File: src/rtl/led_blink_scheduler.sv
// Round-robin owner of a single status LED: each grant plays a fixed-length blink
// burst at the winner's rate, followed by an idle gap before the next arbitration.
module led_blink_scheduler #(
  parameter int unsigned N_REQ    = 4,
  parameter int unsigned TICK_DIV = 50_000_000,
  parameter int unsigned BLINKS   = 3,
  parameter int unsigned GAP_CYC  = 25_000_000
) (
  input  logic               clk,
  input  logic               rst,
  input  logic               enable,
  input  logic [N_REQ-1:0]   req,
  input  logic [2*N_REQ-1:0] rate,
  output logic               led,
  output logic [N_REQ-1:0]   grant,
  output logic               busy,
  output logic               done
);

  localparam int unsigned CNT_MAX = (TICK_DIV > GAP_CYC) ? TICK_DIV : GAP_CYC;
  localparam int unsigned CNT_W   = (CNT_MAX > 1) ? $clog2(CNT_MAX) : 1;
  localparam int unsigned TGL_W   = $clog2(2 * BLINKS + 1);
  localparam int unsigned PTR_W   = $clog2(N_REQ);

  localparam logic [TGL_W-1:0] TGL_PRE  = TGL_W'(2 * BLINKS - 1);
  localparam logic [CNT_W-1:0] GAP_LAST = CNT_W'(GAP_CYC - 1);

  typedef enum logic [1:0] {
    IDLE  = 2'd0,
    BLINK = 2'd1,
    GAP   = 2'd2
  } state_e;

  state_e             state_q, state_d;
  logic               led_q, led_d;
  logic [N_REQ-1:0]   grant_q, grant_d;
  logic               busy_q, busy_d;
  logic               done_q, done_d;
  logic [CNT_W-1:0]   cnt_q, cnt_d;
  logic [TGL_W-1:0]   tgl_q, tgl_d;
  logic [PTR_W-1:0]   ptr_q, ptr_d;
  logic [CNT_W-1:0]   half_q, half_d;   // latched half-period minus one

  logic               win_found;
  logic [PTR_W-1:0]   win_idx;
  logic [PTR_W-1:0]   cand;
  logic [1:0]         win_rate;
  logic [CNT_W-1:0]   win_half_m1;

  // Round-robin search starting just after the previous winner.
  always_comb begin
    win_found = 1'b0;
    win_idx   = ptr_q;
    cand      = ptr_q;
    for (int unsigned k = 1; k <= N_REQ; k++) begin
      cand = PTR_W'((32'(ptr_q) + k) % N_REQ);
      if (!win_found && req[cand]) begin
        win_found = 1'b1;
        win_idx   = cand;
      end
    end
    win_rate    = 2'(rate >> {win_idx, 1'b0});
    win_half_m1 = CNT_W'((TICK_DIV >> win_rate) - 1);
  end

  // Next-state and registered-output logic.
  always_comb begin
    state_d = state_q;
    led_d   = led_q;
    grant_d = grant_q;
    done_d  = 1'b0;
    cnt_d   = cnt_q;
    tgl_d   = tgl_q;
    ptr_d   = ptr_q;
    half_d  = half_q;

    case (state_q)
      IDLE: begin
        led_d   = 1'b1;
        grant_d = '0;
        if (enable && win_found) begin
          state_d = BLINK;
          grant_d = N_REQ'(1) << win_idx;
          ptr_d   = win_idx;
          half_d  = win_half_m1;
          cnt_d   = '0;
          tgl_d   = '0;
        end
      end
      BLINK: begin
        if (!enable) begin
          state_d = IDLE;
          led_d   = 1'b1;
          grant_d = '0;
          cnt_d   = '0;
          tgl_d   = '0;
        end else if (cnt_q == half_q) begin
          led_d = ~led_q;
          cnt_d = '0;
          tgl_d = tgl_q + TGL_W'(1);
          if (tgl_q == TGL_PRE) state_d = GAP;
        end else begin
          cnt_d = cnt_q + CNT_W'(1);
        end
      end
      GAP: begin
        led_d = 1'b1;
        if (!enable) begin
          state_d = IDLE;
          grant_d = '0;
          cnt_d   = '0;
          tgl_d   = '0;
        end else if (cnt_q == GAP_LAST) begin
          state_d = IDLE;
          grant_d = '0;
          done_d  = 1'b1;
          cnt_d   = '0;
        end else begin
          cnt_d = cnt_q + CNT_W'(1);
        end
      end
      default: begin
        state_d = IDLE;
        led_d   = 1'b1;
        grant_d = '0;
      end
    endcase

    busy_d = (state_d != IDLE);
  end

  always_ff @(posedge clk) begin
    if (rst) begin
      state_q <= IDLE;
      led_q   <= 1'b1;
      grant_q <= '0;
      busy_q  <= 1'b0;
      done_q  <= 1'b0;
      cnt_q   <= '0;
      tgl_q   <= '0;
      ptr_q   <= PTR_W'(N_REQ - 1);
      half_q  <= '0;
    end else begin
      state_q <= state_d;
      led_q   <= led_d;
      grant_q <= grant_d;
      busy_q  <= busy_d;
      done_q  <= done_d;
      cnt_q   <= cnt_d;
      tgl_q   <= tgl_d;
      ptr_q   <= ptr_d;
      half_q  <= half_d;
    end
  end

  assign led   = led_q;
  assign grant = grant_q;
  assign busy  = busy_q;
  assign done  = done_q;

endmodule

File: config.mk
export PLATFORM = sky130hd
export DESIGN_NAME = led_blink_scheduler
export DESIGN_NICKNAME = d
export VERILOG_FILES = /design/src/rtl/led_blink_scheduler.sv
export SDC_FILE = /design/constraint.sdc
export NUM_CORES = 1
export LEC_CHECK = 0
export BUFFER_PORTS_ARGS = -buffer_cell sky130_fd_sc_hd__buf_2
export CAP_MARGIN = 20
export CORE_AREA = 2 2 83 69
export CTS_CLUSTER_DIAMETER = 120
export CTS_CLUSTER_SIZE = 20
export DETAILED_ROUTE_END_ITERATION = 8
export DIE_AREA = 0 0 85 71
export PLACE_DENSITY = 0.8
export SLEW_MARGIN = 10
export SYNTH_ARGS = -nofsm -noshare
export SYNTH_HDL_FRONTEND = slang
export SYNTH_SLANG_ARGS = --single-unit
File: constraint.sdc
create_clock -name clk -period 2.45 [get_ports clk]
set_input_delay 0.245 -clock clk [delete_from_list [all_inputs] [get_ports clk]]
set_output_delay 0.245 -clock clk [all_outputs]
set_load 0.05 [all_outputs]
==> results.yml, run 1 <==
floorplan:
  die_x_um: 85
  rows: 24
  die_h_um: 71
  num_io_pins: 22
  initial_core_util: 0.572
  core_mm2: 0.00526
  die_area_mm2: 0.00604
power_and_ir_drop:
  p_per_area_mw_per_mm2: 554
  swShare: 0.302
  p_total_uw: 1840
  p_sw_uw: 555
  irDropWorstVdd_mv: 0.312
  combPwrFrac: 0.206
  power.share.clock: 0.267
  power.leakage_uw: 0.00129
  p_int_uw: 1280
  p_seq_frac: 0.526
place:
  placed_cell_area_mm2: 0.00321
  place_congestion: 0.941
  io_buffers: 21
  hpwl_mm: 5.23
flow_run:
  maxCapViolCount: 0
grt:
  grt_pass1_wl_mm: 12.1
  grt_pass1_vias: 2543
  antenna_found_initial: 0
  grt_max_degree: 27
  gr-total-overflow: 0
  track_usage: 0.249
yosys:
  syn_area_mm2: 0.00301
  ys_seq_elements: 55
  ys_types: 55
  synth_edf_count: 0
  async_flop_share: 0
  ys_warn_count: 0
  ys_dominant_reg_cell: "dfxtp_1"
  syn-num-nets: 388
  synth_cells: 365
  syn_area_per_cell_um2: 8.24
  seq_area_frac_synth: 0.366
clock_tree:
  cts.sinks: 55
  cts_setup_buffers: 0
  htreeDepth: 2
  cts_root_buffer: "clkbuf_8"
  cts_tree: "yes"
  ctsLongestPathBuffers: 2
  postCtsHoldBufs: 0
  clkTransAtPathRegs_ns: 0.10
  cts_resized: 0
  clk_latency_ns: 0.31
  cts_made_buffers: 5
setup_path:
  path_max_fanout: 7
  cp_slowest_stage_delay_ns: 0.42
  crit_start: "cnt_q[1]"
  crit_type: "reg -> reg"
  timing.rr.end: "grant[0]"
  crit_path_end_kind: "flip-flop"
  rr_startpoint: "cnt_q[1]"
  crit_required_ns: 2.70
  r2r_slack_ns: 0.18
  crit_path_top_delay_cell: "dfxtp_1"
  cp-start-kind: "flip-flop"
  crit_arrival_ns: 2.52
  r2r_cells: 7
  endpoint: "grant[0]"
  worstPathCellList: "ha_2 -> nor4bb_2 -> nand3_1 -> o21ba_2 -> or2_1 -> or3b_1 -> a21oi_1"
sta:
  maxSlewHeadroom: 0.561
  worst_pin_slew_ns: 0.650
  final.setup.tns_ns: 0
  fin_crit_ns: 2.27
  rsz0062_at_grt: "false"
  skew_ns: 0.0142
  period_share: 0.927
  hold_violations: 0
  max_freq_ghz: 0.440
  final_max_slew_viol_count: 0
  setup_viol: 0
layout:
  nets: 411
  area_growth_pct: 10.3
  layout-drive-gt1-share: 0.134
  fill_cells: 464
  antennaDiodeCount: 0
  postLayoutCellArea_mm2: 0.00332
  fin_util: 0.631
drt:
  wl_mm: 7.18
  drt-initial-drc-count: 259
  dr.pass1.iters: 5
  via_per_inst: 5.92
  vias: 2681
  ant_nets: 0
  wl_per_cell_um: 15.9
  post-route-drc-count: 0
run_status:
  status: "complete, no violations"
min_path:
  hp-class: "in -> reg"
## cell usage after synthesis (all sizes together) (4+ instances only)
| master | instances | area, um2 |
|---|---|---|
| nor4 | 6 | 37.5 |
| nor2 | 48 | 180 |
| nor3 | 9 | 45.0 |
| and3 | 10 | 62.6 |
| xnor2 | 15 | 131 |
| dfxtp | 55 | 1100 |
| o31ai | 4 | 43.8 |
| ha | 8 | 100 |
| a211oi | 5 | 37.5 |
| clkbuf | 12 | 45.0 |
| nand4 | 9 | 56.3 |
| or3 | 6 | 37.5 |
| nand2 | 33 | 124 |
| a21oi | 21 | 105 |
| xor2 | 23 | 201 |
| nand3 | 23 | 115 |
| buf | 4 | 32.5 |
| mux2i | 5 | 53.8 |
| and2 | 5 | 31.3 |
| o21ai | 12 | 60.1 |
| nand2b | 6 | 37.5 |
| inv | 8 | 30.0 |
## state kept, by name, indices dropped and copies added, names as in the netlist
| signal | count |
|---|---|
| cnt_q | 26 |
| half_q | 15 |
| grant | 4 |
| tgl_q | 3 |
| ptr_q | 2 |
| state_q | 2 |
| busy | 1 |
| done | 1 |
| led | 1 |
## metal layers
layer,share of wire,up-vias,GRT usage
li1,-,1332,-
met1,0.47,1255,0.351
met2,0.46,83,0.403
met3,0.057,11,0.0362
met4,0.013,0,0.0653
met5,0,-,0
## power by group through the flow
stage | registers [uW] | logic, uW | clock network, uW
2_1_floorplan | 996 | 245 | 0
3_3_place_gp | 985 | 353 | 0
3_5_place_dp | 987 | 362 | 0
4_1_cts | 966 | 367 | 495
5_1_grt | 972 | 413 | 528
6_report | 967 | 379 | 491
## worst max-delay path, delay by kind of cell (launching register included)
kind,cells,cell delay [ns]
flip-flops,1,0.42
AND/OR/NAND/NOR,4,1.17
adder cells (fa/ha/maj),1,0.25
AO/OA/AOI/OAI,2,0.38
## layout by cell type, fill, tap and decap left out, types with 2 or more instances in the layout
cell      instances
dfxtp_1          55
nor2_1           47
nand2_1          33
nand3_1          23
xor2_1           23
a21oi_1          21
buf_2            21
xnor2_1          15
o21ai_0          12
and3_1           10
buf_4            10
nand4_1           9
nor3_1            8
inv_1             8
nand2b_1          6
nor4_1            6
or3_1             6
ha_1              6
and2_1            5
a211oi_1          5
clkbuf_8          5
mux2i_1           3
o31ai_1           3
nor2b_1           2
nor3b_1           2
and4_1            2
o41ai_1           2
or4_1             2
o22ai_1           2
mux2i_2           2
a31oi_1           2
o211a_1           2
ha_2              2
## final cells by class
type / count / area (um2) / share of cell area
Sequential cell: 55 / 1100 / 0.332
Tap cell: 65 / 81.3 / 0.0245
Clock inverter: 2 / 13.8 / 0.00415
Multi-Input combinational cell: 285 / 1820 / 0.548
Clock buffer: 5 / 68.8 / 0.0208
Inverter: 9 / 33.8 / 0.0102
Timing Repair Buffer: 32 / 200 / 0.0604
## cells by family after synthesis
logic type               share of synthesized area
XOR/XNOR                                     0.111
AO/OA/AOI/OAI                                0.140
multiplexers                                0.0291
flip-flops                                   0.366
adder cells (fa/ha/maj)                     0.0333
AND/OR/NAND/NOR                              0.284
buffers and inverters                       0.0370
## through the flow
step	setup WS (ns)	hold slack (ns)	instances
floorplan	0.239	0.321	365
CTS	0.0993	0.305	453
finish	0.180	0.307	453
global route	0.0197	0.362	453
global placement	0.217	0.445	446
detailed placement	0.113	0.454	446
## worst min path at each step
stage / start / to / cells past startpoint
6_report: enable / tgl_q[0] / 3
4_1_cts: enable / tgl_q[0] / 3
3_3_place_gp: grant[0] / grant[0] / 2
5_1_grt: enable / tgl_q[0] / 3
2_1_floorplan: rst / state_q[1] / 1
3_5_place_dp: grant[3] / grant[3] / 2
Note: power is estimated with default switching activity, not from simulation.
==> run 2: changes to the inputs <==
Settings changed: CORE_AREA 2 2 83 69 to 2 2 86 72, DIE_AREA 0 0 85 71 to 0 0 88 74, PLACE_DENSITY 0.8 to 0.75.
==> results.yml, run 2 (synthesized netlist as in run 1, its figures left out) <==
layout:
  nets: 412
  layout_commonest_cell: "dfxtp_1"
  layout-drive-gt1-share: 0.121
  largest_register_ffs: 26
  fin_util: 0.589
  final_cell_mix: "dfxtp_1 (55), nor2_1 (48), nand2_1 (33), nand3_1 (23), xor2_1 (23)"
  regMostFlops: "cnt_q"
  area_growth_pct: 10.9
  fin_cells: 471
  antennaDiodeCount: 0
place:
  io_buffers: 21
  hpwl_mm: 5.10
  pre_cts_ws_ns: 0.151
  place_congestion: 0.909
  dp.cells: 463
setup_path:
  crit_type: "reg -> reg"
  r2r_slack_ns: 0.15
  path_max_fanout: 9
  crit_path_top_delay_cell: "mux4_2"
  timing.rr.end: "half_q[5]"
  rr_startpoint: "ptr_q[1]"
  crit_path_end_kind: "flip-flop"
  cp_slowest_stage_delay_ns: 0.65
  r2r_cells: 7
  crit_arrival_ns: 2.54
  worstPathCellList: "nand2b_1 -> a22o_1 -> nor2_1 -> mux4_2 -> nand2_1 -> ha_1 -> a211oi_1"
  crit_required_ns: 2.69
  cp-start-kind: "flip-flop"
sta:
  skew_ns: 0.00983
  final.setup.tns_ns: 0
  fin_crit_ns: 2.30
  worst_pin_slew_ns: 0.547
  maxSlewHeadroom: 0.631
  timing.hold.ws_ns: 0.296
  setup_slack_ns: 0.150
  setup_viol: 0
  max_freq_ghz: 0.435
  hold_violations: 0
  final_max_slew_viol_count: 0
  period_share: 0.939
floorplan:
  die_area_mm2: 0.00651
  num_io_pins: 22
  die_h_um: 74
  core_mm2: 0.00566
  rows: 25
  initial_core_util: 0.531
  die_x_um: 88
power_and_ir_drop:
  irDropWorstVdd_mv: 0.388
  power.leakage_uw: 0.00130
  p_per_area_mw_per_mm2: 547
clock_tree:
  clk_latency_ns: 0.32
  cts_tree: "yes"
  htreeDepth: 2
  cts_root_buffer: "clkbuf_8"
  cts_made_buffers: 5
  cts_setup_buffers: 0
  cts.sinks: 55
  clkTransAtPathRegs_ns: 0.10
  ctsLongestPathBuffers: 2
drt:
  via_per_inst: 5.56
  vias: 2619
  post-route-drc-count: 0
  ant_nets: 0
  drt-initial-drc-count: 177
  dr.pass1.iters: 5
  wl_per_cell_um: 14.4
  wl_mm: 6.77
grt:
  grt_pass1_vias: 2393
  grt_max_degree: 27
  gr-total-overflow: 0
  track_usage: 0.227
  grt_pass1_wl_mm: 11.3
  grt-busiest-layer: "met2"
  use_met3: 0.0422
  grt_use_met2: 0.349
  use_met1: 0.320
  antenna_found_initial: 0
min_path:
  hp-class: "in -> reg"
  whs_endpoint: "tgl_q[0]"
  whs_path_depth: 3
  worstHoldStart: "enable"
flow_run:
  maxCapViolCount: 0
run_status:
  status: "complete, no violations"
## run 2: what timing repair did
| item | 4_1_cts | 5_1_grt |
|---|---|---|
| hold buffers | 0 | 0 |
| gates resized for setup | 0 | 2 |
| endpoints found under the hold margin | 0 | 0 |
| endpoints found under the setup margin | 0 | 3 |
## run 2: how the worst max path moves through the flow
stage	from	to
5_1_grt	cnt_q[0]	grant[0]
2_1_floorplan	ptr_q[1]	half_q[5]
4_1_cts	cnt_q[0]	grant[0]
6_report	ptr_q[1]	half_q[5]
3_3_place_gp	req[3]	half_q[5]
3_5_place_dp	cnt_q[0]	grant[3]
## run 2: routing by layer
layer | routed length (um) | up-vias
met5 | 0 | -
met1 | 3390 | 1216
li1 | - | 1338
met2 | 2990 | 58
met4 | 102 | 0
met3 | 286 | 7
## run 2: worst max-delay path: cells and delay by family (launching register included)
| family | cells | cell delay, ns |
|---|---|---|
| AOI/OAI and AO/OA | 2 | 0.43 |
| and+or+nand+nor | 3 | 0.59 |
| adders and majority gates | 1 | 0.22 |
| muxes | 1 | 0.65 |
| DFF | 1 | 0.32 |
## run 2: where the power goes
part | total (uW) | switching (uW) | internal [uW]
Clock | 495 | 294 | 202
Combinational | 361 | 214 | 147
Sequential | 967 | 33.3 | 934
## run 2: layout make-up
type	count	area, um2
Fill cell	524	2330
Multi-Input combinational cell	285	1810
Sequential cell	55	1100
Timing Repair Buffer	33	208
Tap cell	81	101
Clock buffer	7	76.3
Inverter	9	33.8
Clock inverter	1	5.00
## run 2: metrics by stage
step / power (uW) / cell area (um2)
2_1_floorplan: 1240 / 3010
3_3_place_gp: 1340 / 3240
3_5_place_dp: 1340 / 3240
4_1_cts: 1840 / 3320
5_1_grt: 1910 / 3330
6_report: 1820 / 3330
